$ cat src/rtl/change_dispenser_pkg.sv
// Shared constants and types for the coin-return dispenser: coin values,
// coin index encoding and FSM state encoding.
package change_dispenser_pkg;

    localparam int unsigned AMT_W_DEF     = 10;
    localparam int unsigned CENTS_NICKEL  = 5;
    localparam int unsigned CENTS_DIME    = 10;
    localparam int unsigned CENTS_QUARTER = 25;
    localparam int unsigned CENTS_DOLLAR  = 100;

    // Index order doubles as the bit position in the eject vector and emptyMask.
    typedef enum logic [1:0] {
        NICKEL  = 2'd0,
        DIME    = 2'd1,
        QUARTER = 2'd2,
        DOLLAR  = 2'd3
    } coin_e;

    typedef enum logic [2:0] {
        S_IDLE   = 3'd0,
        S_SELECT = 3'd1,
        S_PULSE  = 3'd2,
        S_GAP    = 3'd3,
        S_DONE   = 3'd4
    } state_e;

    function automatic int unsigned coin_cents(input coin_e c);
        case (c)
            NICKEL:  coin_cents = CENTS_NICKEL;
            DIME:    coin_cents = CENTS_DIME;
            QUARTER: coin_cents = CENTS_QUARTER;
            default: coin_cents = CENTS_DOLLAR;
        endcase
    endfunction

endpackage

$ cat src/rtl/change_dispenser_coin_timer.sv
// Loadable down-counter timing both the solenoid pulse and the inter-coin gap.
// o_expired is high whenever the count has reached zero.
module coin_timer #(
    parameter int CNT_W = 8
) (
    input  logic             clk,
    input  logic             rstN,
    input  logic             i_load,
    input  logic [CNT_W-1:0] i_value,
    output logic             o_expired
);

    logic [CNT_W-1:0] r_count;

    always_ff @(posedge clk or negedge rstN) begin
        if (!rstN) begin
            r_count <= '0;
        end else if (i_load) begin
            r_count <= i_value;
        end else if (r_count != '0) begin
            r_count <= r_count - 1'b1;
        end
    end

    assign o_expired = (r_count == '0);

endmodule

$ cat src/rtl/change_dispenser.sv
// Greedy change payout: one timed eject pulse per coin, largest available coin
// first, with per-denomination inventory and reporting of any unpaid remainder.
module change_dispenser
    import change_dispenser_pkg::*;
#(
    parameter int PULSE_CYCLES = 4,
    parameter int GAP_CYCLES   = 4,
    parameter int INV_INIT     = 20,
    parameter int AMT_W        = AMT_W_DEF
) (
    input  logic             clk,
    input  logic             rstN,
    input  logic             start,
    input  logic [AMT_W-1:0] amount,
    input  logic             restock,
    output logic             busy,
    output logic             done,
    output logic [AMT_W-1:0] shortfall,
    output logic             ejectDollar,
    output logic             ejectQuarter,
    output logic             ejectDime,
    output logic             ejectNickel,
    output logic [3:0]       emptyMask
);

    localparam logic [AMT_W-1:0] VAL_NICKEL  = AMT_W'(coin_cents(NICKEL));
    localparam logic [AMT_W-1:0] VAL_DIME    = AMT_W'(coin_cents(DIME));
    localparam logic [AMT_W-1:0] VAL_QUARTER = AMT_W'(coin_cents(QUARTER));
    localparam logic [AMT_W-1:0] VAL_DOLLAR  = AMT_W'(coin_cents(DOLLAR));
    localparam logic [7:0]       INV_FULL    = 8'(INV_INIT);
    localparam logic [7:0]       PULSE_LOAD  = 8'(PULSE_CYCLES - 1);
    localparam logic [7:0]       GAP_LOAD    = 8'(GAP_CYCLES - 1);

    state_e           r_state;
    logic [AMT_W-1:0] r_remaining;
    logic [AMT_W-1:0] r_shortfall;
    logic [7:0]       r_inv [0:3];
    logic [3:0]       r_eject;
    logic             r_busy;
    logic             r_done;

    logic             w_found;
    coin_e            w_coin;
    logic [AMT_W-1:0] w_value;
    logic             w_expired;
    logic             w_tmr_load;
    logic [7:0]       w_tmr_value;

    // Largest coin that both fits in the remainder and is still in stock.
    always_comb begin
        w_found = 1'b0;
        w_coin  = NICKEL;
        w_value = '0;
        if (r_inv[DOLLAR] != 8'd0 && r_remaining >= VAL_DOLLAR) begin
            w_found = 1'b1;
            w_coin  = DOLLAR;
            w_value = VAL_DOLLAR;
        end else if (r_inv[QUARTER] != 8'd0 && r_remaining >= VAL_QUARTER) begin
            w_found = 1'b1;
            w_coin  = QUARTER;
            w_value = VAL_QUARTER;
        end else if (r_inv[DIME] != 8'd0 && r_remaining >= VAL_DIME) begin
            w_found = 1'b1;
            w_coin  = DIME;
            w_value = VAL_DIME;
        end else if (r_inv[NICKEL] != 8'd0 && r_remaining >= VAL_NICKEL) begin
            w_found = 1'b1;
            w_coin  = NICKEL;
            w_value = VAL_NICKEL;
        end
    end

    assign w_tmr_load  = ((r_state == S_SELECT) && w_found) ||
                         ((r_state == S_PULSE) && w_expired);
    assign w_tmr_value = (r_state == S_SELECT) ? PULSE_LOAD : GAP_LOAD;

    coin_timer #(.CNT_W(8)) u_timer (
        .clk       (clk),
        .rstN      (rstN),
        .i_load    (w_tmr_load),
        .i_value   (w_tmr_value),
        .o_expired (w_expired)
    );

    always_ff @(posedge clk or negedge rstN) begin
        if (!rstN) begin
            r_state     <= S_IDLE;
            r_remaining <= '0;
            r_shortfall <= '0;
            r_eject     <= '0;
            r_busy      <= 1'b0;
            r_done      <= 1'b0;
            for (int i = 0; i < 4; i++) r_inv[i] <= INV_FULL;
        end else begin
            r_done <= 1'b0;
            case (r_state)
                S_IDLE: begin
                    if (restock) begin
                        for (int i = 0; i < 4; i++) r_inv[i] <= INV_FULL;
                    end
                    if (start) begin
                        r_remaining <= amount;
                        r_shortfall <= '0;
                        r_busy      <= 1'b1;
                        r_state     <= S_SELECT;
                    end
                end
                S_SELECT: begin
                    if (w_found) begin
                        r_remaining   <= r_remaining - w_value;
                        r_inv[w_coin] <= r_inv[w_coin] - 8'd1;
                        r_eject       <= 4'b0001 << w_coin;
                        r_state       <= S_PULSE;
                    end else begin
                        r_shortfall <= r_remaining;
                        r_done      <= 1'b1;
                        r_state     <= S_DONE;
                    end
                end
                S_PULSE: begin
                    if (w_expired) begin
                        r_eject <= '0;
                        r_state <= S_GAP;
                    end
                end
                S_GAP: begin
                    if (w_expired) r_state <= S_SELECT;
                end
                S_DONE: begin
                    r_busy  <= 1'b0;
                    r_state <= S_IDLE;
                end
                default: r_state <= S_IDLE;
            endcase
        end
    end

    assign busy         = r_busy;
    assign done         = r_done;
    assign shortfall    = r_shortfall;
    assign ejectDollar  = r_eject[DOLLAR];
    assign ejectQuarter = r_eject[QUARTER];
    assign ejectDime    = r_eject[DIME];
    assign ejectNickel  = r_eject[NICKEL];
    assign emptyMask    = {r_inv[DOLLAR] == 8'd0, r_inv[QUARTER] == 8'd0,
                           r_inv[DIME] == 8'd0, r_inv[NICKEL] == 8'd0};

endmodule

$ cat config.mk
export PLATFORM = sky130hd
export DESIGN_NAME = change_dispenser
export DESIGN_NICKNAME = d
export VERILOG_FILES = /design/src/rtl/change_dispenser_pkg.sv /design/src/rtl/change_dispenser_coin_timer.sv /design/src/rtl/change_dispenser.sv
export SDC_FILE = /design/constraint.sdc
export NUM_CORES = 1
export LEC_CHECK = 0
export CORE_ASPECT_RATIO = 0.8
export CORE_MARGIN = 4
export CORE_UTILIZATION = 53
export CTS_CLUSTER_SIZE = 16
export DETAILED_ROUTE_END_ITERATION = 8
export PLACE_DENSITY = 0.77
export REMOVE_ABC_BUFFERS = 1
export SKIP_CTS_REPAIR_TIMING = 1
export SLEW_MARGIN = 20
export SYNTH_ARGS = -nofsm -noshare
export SYNTH_HDL_FRONTEND = slang
export SYNTH_SLANG_ARGS = --single-unit
$ cat constraint.sdc
create_clock -name clk -period 4.11 [get_ports clk]
set_clock_uncertainty 0.05 [all_clocks]
set_input_delay 0.6165 -clock clk [delete_from_list [all_inputs] [get_ports clk]]
set_output_delay 0.6165 -clock clk [all_outputs]
set_load 0.03 [all_outputs]
==> results of run 1 <==
-- per-stage QoR --
stage          instance area (um2)  hold WS [ps]  total power [mW]
2_1_floorplan                 3915         270.9             2.306
3_3_place_gp                  4473         411.0             2.847
3_5_place_dp                  4473         414.9             2.888
4_1_cts                       4666         292.2             3.455
5_1_grt                       4687         336.3             3.740
6_report                      4687         268.0             3.484
-- sequential cells by signal (all words and copies together) (netlist names) --
signal and count:
r_eject 4, r_state 3, busy 1, done 1, r_remaining 10, shortfall 10
r_inv 32, u_timer.r_count 8
-- placed cells by master (no fill, tap or decap), types with 5 or more instances in the layout --
cell type         n
a21oi_1          17
a22o_1           10
a2bb2oi_1         6
a31oi_1           6
a32o_1            7
and3_1            5
buf_4            16
clkbuf_8         10
clkdlybuf4s50_1  32
dfrtp_1          60
dfstp_2           8
ha_1             10
inv_1            23
nand2_1          59
nand3_1          18
nand4_1           6
nor2_1           34
nor3_1            8
nor4_1           11
o211ai_1          6
o21ai_0          23
o31ai_1          13
xnor2_1           9
-- worst min path at each step --
| stage | start | to | slack, ps | cells after the start |
|---|---|---|---|---|
| finish | rstN | u_timer.r_count[6]$_DFFE_PN0P_ | 270 | 1 |
| global placement | r_inv[12]$_DFFE_PN1P_ | r_inv[12]$_DFFE_PN1P_ | 410 | 2 |
| global route | rstN | u_timer.r_count[6]$_DFFE_PN0P_ | 340 | 1 |
| floorplan | rstN | busy$_DFFE_PN0P_ | 270 | 0 |
| CTS | rstN | u_timer.r_count[6]$_DFFE_PN0P_ | 290 | 1 |
| detailed placement | r_inv[12]$_DFFE_PN1P_ | r_inv[12]$_DFFE_PN1P_ | 410 | 2 |
-- metal layers --
layer  wire length (um)  share of wire (%)  vias to the layer above  GRT usage [%]
met1               5020                 45                     1811          38.38
met4                224                2.0                        0          8.701
met2               4801                 43                      204          38.61
met3               1001                9.1                       29          5.794
met5                  0                  0                        -              0
li1                   -                  -                     1714              -
-- area by class of cell --
| cell class | count | area [um2] | share of cell area [%] |
|---|---|---|---|
| clock inverters | 4 | 47.55 | 1.014 |
| repair buffers | 49 | 445.4 | 9.503 |
| clock buffers | 12 | 145.1 | 3.097 |
| multi-input cells | 327 | 2108 | 44.98 |
| inverters | 24 | 90.09 | 1.922 |
| well taps | 90 | 112.6 | 2.403 |
| flip-flops and latches | 69 | 1738 | 37.08 |
-- power by group through the flow --
stage / combinational [mW] / clock [mW] / sequential, mW
detailed placement: 1.72 / 0 / 1.17
global route: 1.92 / 0.598 / 1.22
CTS: 1.73 / 0.564 / 1.16
floorplan: 1.07 / 0 / 1.24
finish: 1.75 / 0.557 / 1.18
global placement: 1.68 / 0 / 1.17
-- cells by family (layout without fill, tap and decap cells) --
kind of cell / after synthesis / in the layout
compound gates: 133 / 133
xor+xnor: 13 / 13
fa+ha+maj: 11 / 11
buf+inv: 42 / 89
flops: 69 / 69
mux: 1 / 1
simple gates: 169 / 169
-- worst max-delay path: stages, from the launching register on --
cell      delay [ps]
dfrtp_1          450
or3_4            480
or3_4            460
a22oi_2          220
and2_1           180
inv_1            120
ha_1             280
nor2b_1          130
o21ai_0          210
a21oi_1          120
o21a_1           200
o41a_1           360
or4_1            480
o211ai_1         110
==> impl_summary.txt, run 1 <==
----------------------------------------------------
[Worst setup path]
  Critical-path maximum fanout ... 12
  Terminus of the critical flop-to-flop path ... r_remaining[9]$_DFFE_PN0P_
  Worst setup startpoint ... r_remaining[9]$_DFFE_PN0P_
  RR Startpoint ... r_remaining[9]$_DFFE_PN0P_
  Critical path class ... flip-flop to flip-flop
  Crit path launch type ... flip-flop
  Crit. End Element ... flip-flop
  Register-to-register setup slack ... 170 ps
  Worst EP required ... 4330 ps
  Reg2reg path depth ... 13
  Critical path data arrival time ... 4150 ps
  Capturing element of the worst setup path ... r_remaining[9]$_DFFE_PN0P_

[Drt]
  Antenna-violating nets left ... 0
  Via count of the routed design ... 3758
  Initial DRT Pass Iterations ... 6
  Wire length per cell ... 19.21 um
  Routed via count divided by cell count ... 6.536
  Starting DRC count in detailed routing ... 570
  Post-route DRC ... 0
  Wirelength, routed ... 11050 um

[Clock tree]
  Maximum buffer depth of the clock tree ... 2
  Register clock-pin slew on the reported worst setup and hold paths ... 70 ps
  Maximum level of the CTS H-tree ... 3
  Skew-Pair Late Insertion Delay ... 350 ps
  TritonCTS clock tree ... done
  Num Clock Sinks ... 69
  Clk Tree Root Cell ... clkbuf_8
  Total CTS buffers ... 9

[Final layout]
  Proportion of layout cells with a drive suffix above 1 ... 12.58%
  Fillers ... 623
  Number of antenna cells inserted ... 0
  Number of standard cells in the layout, taps in and fillers out ... 575
  NumNets Final ... 505
  Area delta synth->final ... 17.06%
  Layout Utilization ... 63.71%

[Floorplan]
  Core area ... 7357 um2
  Horiz. Die Dim ... 105.2 um
  Top-level I/O count ... 34
  Die footprint ... 9018 um2
  Effective utilization at floorplan ... 54.42%
  Die height ... 85.74 um
  Number of placement rows ... 28

[Power and ir drop]
  Combinational cell fraction of total power ... 50.2%
  Clock network power share ... 16.0%
  Switching Power ... 1.573 mW
  Internal power component ... 1.911 mW
  Sequential group share of total power ... 33.8%
  Power density over the cells ... 743.3 nW/um2
  Cell leakage power ... 1.972 nW
  Worst supply voltage drop on vdd ... 0.3966 mV
  Sw Ratio ... 45.14%

[Logic synthesis]
  Number of flops mapped to enable cells by yosys ... 0
  Proportion of synthesized area in mux cells ... 0.2813%
  Simple-gate area share of the yosys netlist ... 20.72%
  Adder-cell share of the synthesized area ... 3.625%
  Share of flip-flops with an asynchronous set or reset ... 100.0%
  Synth cell count leaders ... dfrtp_1, nand2_1, nor2_1, o21ai_0, inv_1
  Mean cell area of the mapped netlist ... 9.141 um2
  Cells taking the most area after synthesis ... dfrtp_1, nand2_1, dfstp_2
  Number of instances in the synthesized netlist ... 438
  Yosys warning count ... 0
  Largest area contributor in the synthesized netlist ... dfrtp_1
  Share of synthesized area occupied by flip-flops and latches ... 43.38%
  Portion of synthesized cell area occupied by the leading cell type ... 38.13%
  FF+latch count, synth ... 69
  Most numerous cell in the Yosys netlist ... dfrtp_1
  Dominant combinational cell family by area after synthesis ... compound AO/OA/AOI/OAI gates
  Synth Flop Type ... dfrtp_1
  XOR/XNOR Fraction of Synth Area ... 2.844%
  Share of the synthesized area in compound gates (AO/OA/AOI/OAI) ... 24.69%
  Synthesized cell area ... 4004 um2
  Number of distinct library cells after synthesis ... 68

[Place]
  Final HPWL DP ... 8220 um
  Placed cell count ... 559
  Port Buffers ... 33
  GPL Wtd Cong ... 0.9664
  Place WS ... 133.9 ps

[Timing]
  Worst path setup slack after routing ... 175.0 ps
  Number of endpoints failing setup at the final stage ... 0
  Worst relative slew slack ... 49.16%
  Clock period minus worst slack ... 3935 ps
  Ratio of final minimum period to clock period ... 95.74%
  Setup repair after global routing missed its margin ... no
  Number of pins with negative max-slew slack in the final report ... 0
  Endpoints failing hold ... 0
  Setup tns final ... 0 ps
  Transition time at the pin with the least slew margin ... 752.1 ps
  Fmax ... 0.2541 GHz

[Flow run]
  Max-capacitance violation count ... 0

[Global route]
  GRT Overall Usage ... 26.17%
  Antenna violations before repair ... 0
  Congestion Overflow GR ... 0
  Global-route wire length before repair ... 18770 um
  Pin count of the biggest net entering global routing ... 37
  Vias in the first global route ... 3609

[Hold path]
  Worst hold-check path type ... input pin to async pin

[Run status]
  Outcome ... complete, no violations

----------------------------------------------------
(Power assumes the default switching activity.)
==> run 2: changes to the inputs <==
==> constraint.sdc (replaced) <==
create_clock -name clk -period 4.11 [get_ports clk]
set_clock_uncertainty 0.05 [all_clocks]
set_input_delay 0.6165 -clock clk [delete_from_list [all_inputs] [get_ports clk]]
set_output_delay 0.6165 -clock clk [all_outputs]
set_load 0.02 [all_outputs]
==> results of run 2 <==
Same layout as run 1 (identical final DEF). Status: complete, no violations.
Among the figures that moved: total power 3.484 mW -> 3.439 mW; worst IR drop on VDD 0.3966 mV -> 0.3777 mV
==> run 3: changes to the inputs <==
--- a/config.mk
+++ b/config.mk
@@ -10,6 +10,7 @@
 export CORE_UTILIZATION = 53
 export CTS_CLUSTER_SIZE = 16
 export DETAILED_ROUTE_END_ITERATION = 8
+export HOLD_SLACK_MARGIN = 0.1
 export PLACE_DENSITY = 0.77
 export REMOVE_ABC_BUFFERS = 1
 export SKIP_CTS_REPAIR_TIMING = 1
==> results of run 3 <==
Same layout as run 1 (identical final DEF). Status: complete, no violations.
Among the figures that moved: total power 3.484 mW -> 3.439 mW; worst IR drop on VDD 0.3966 mV -> 0.3777 mV
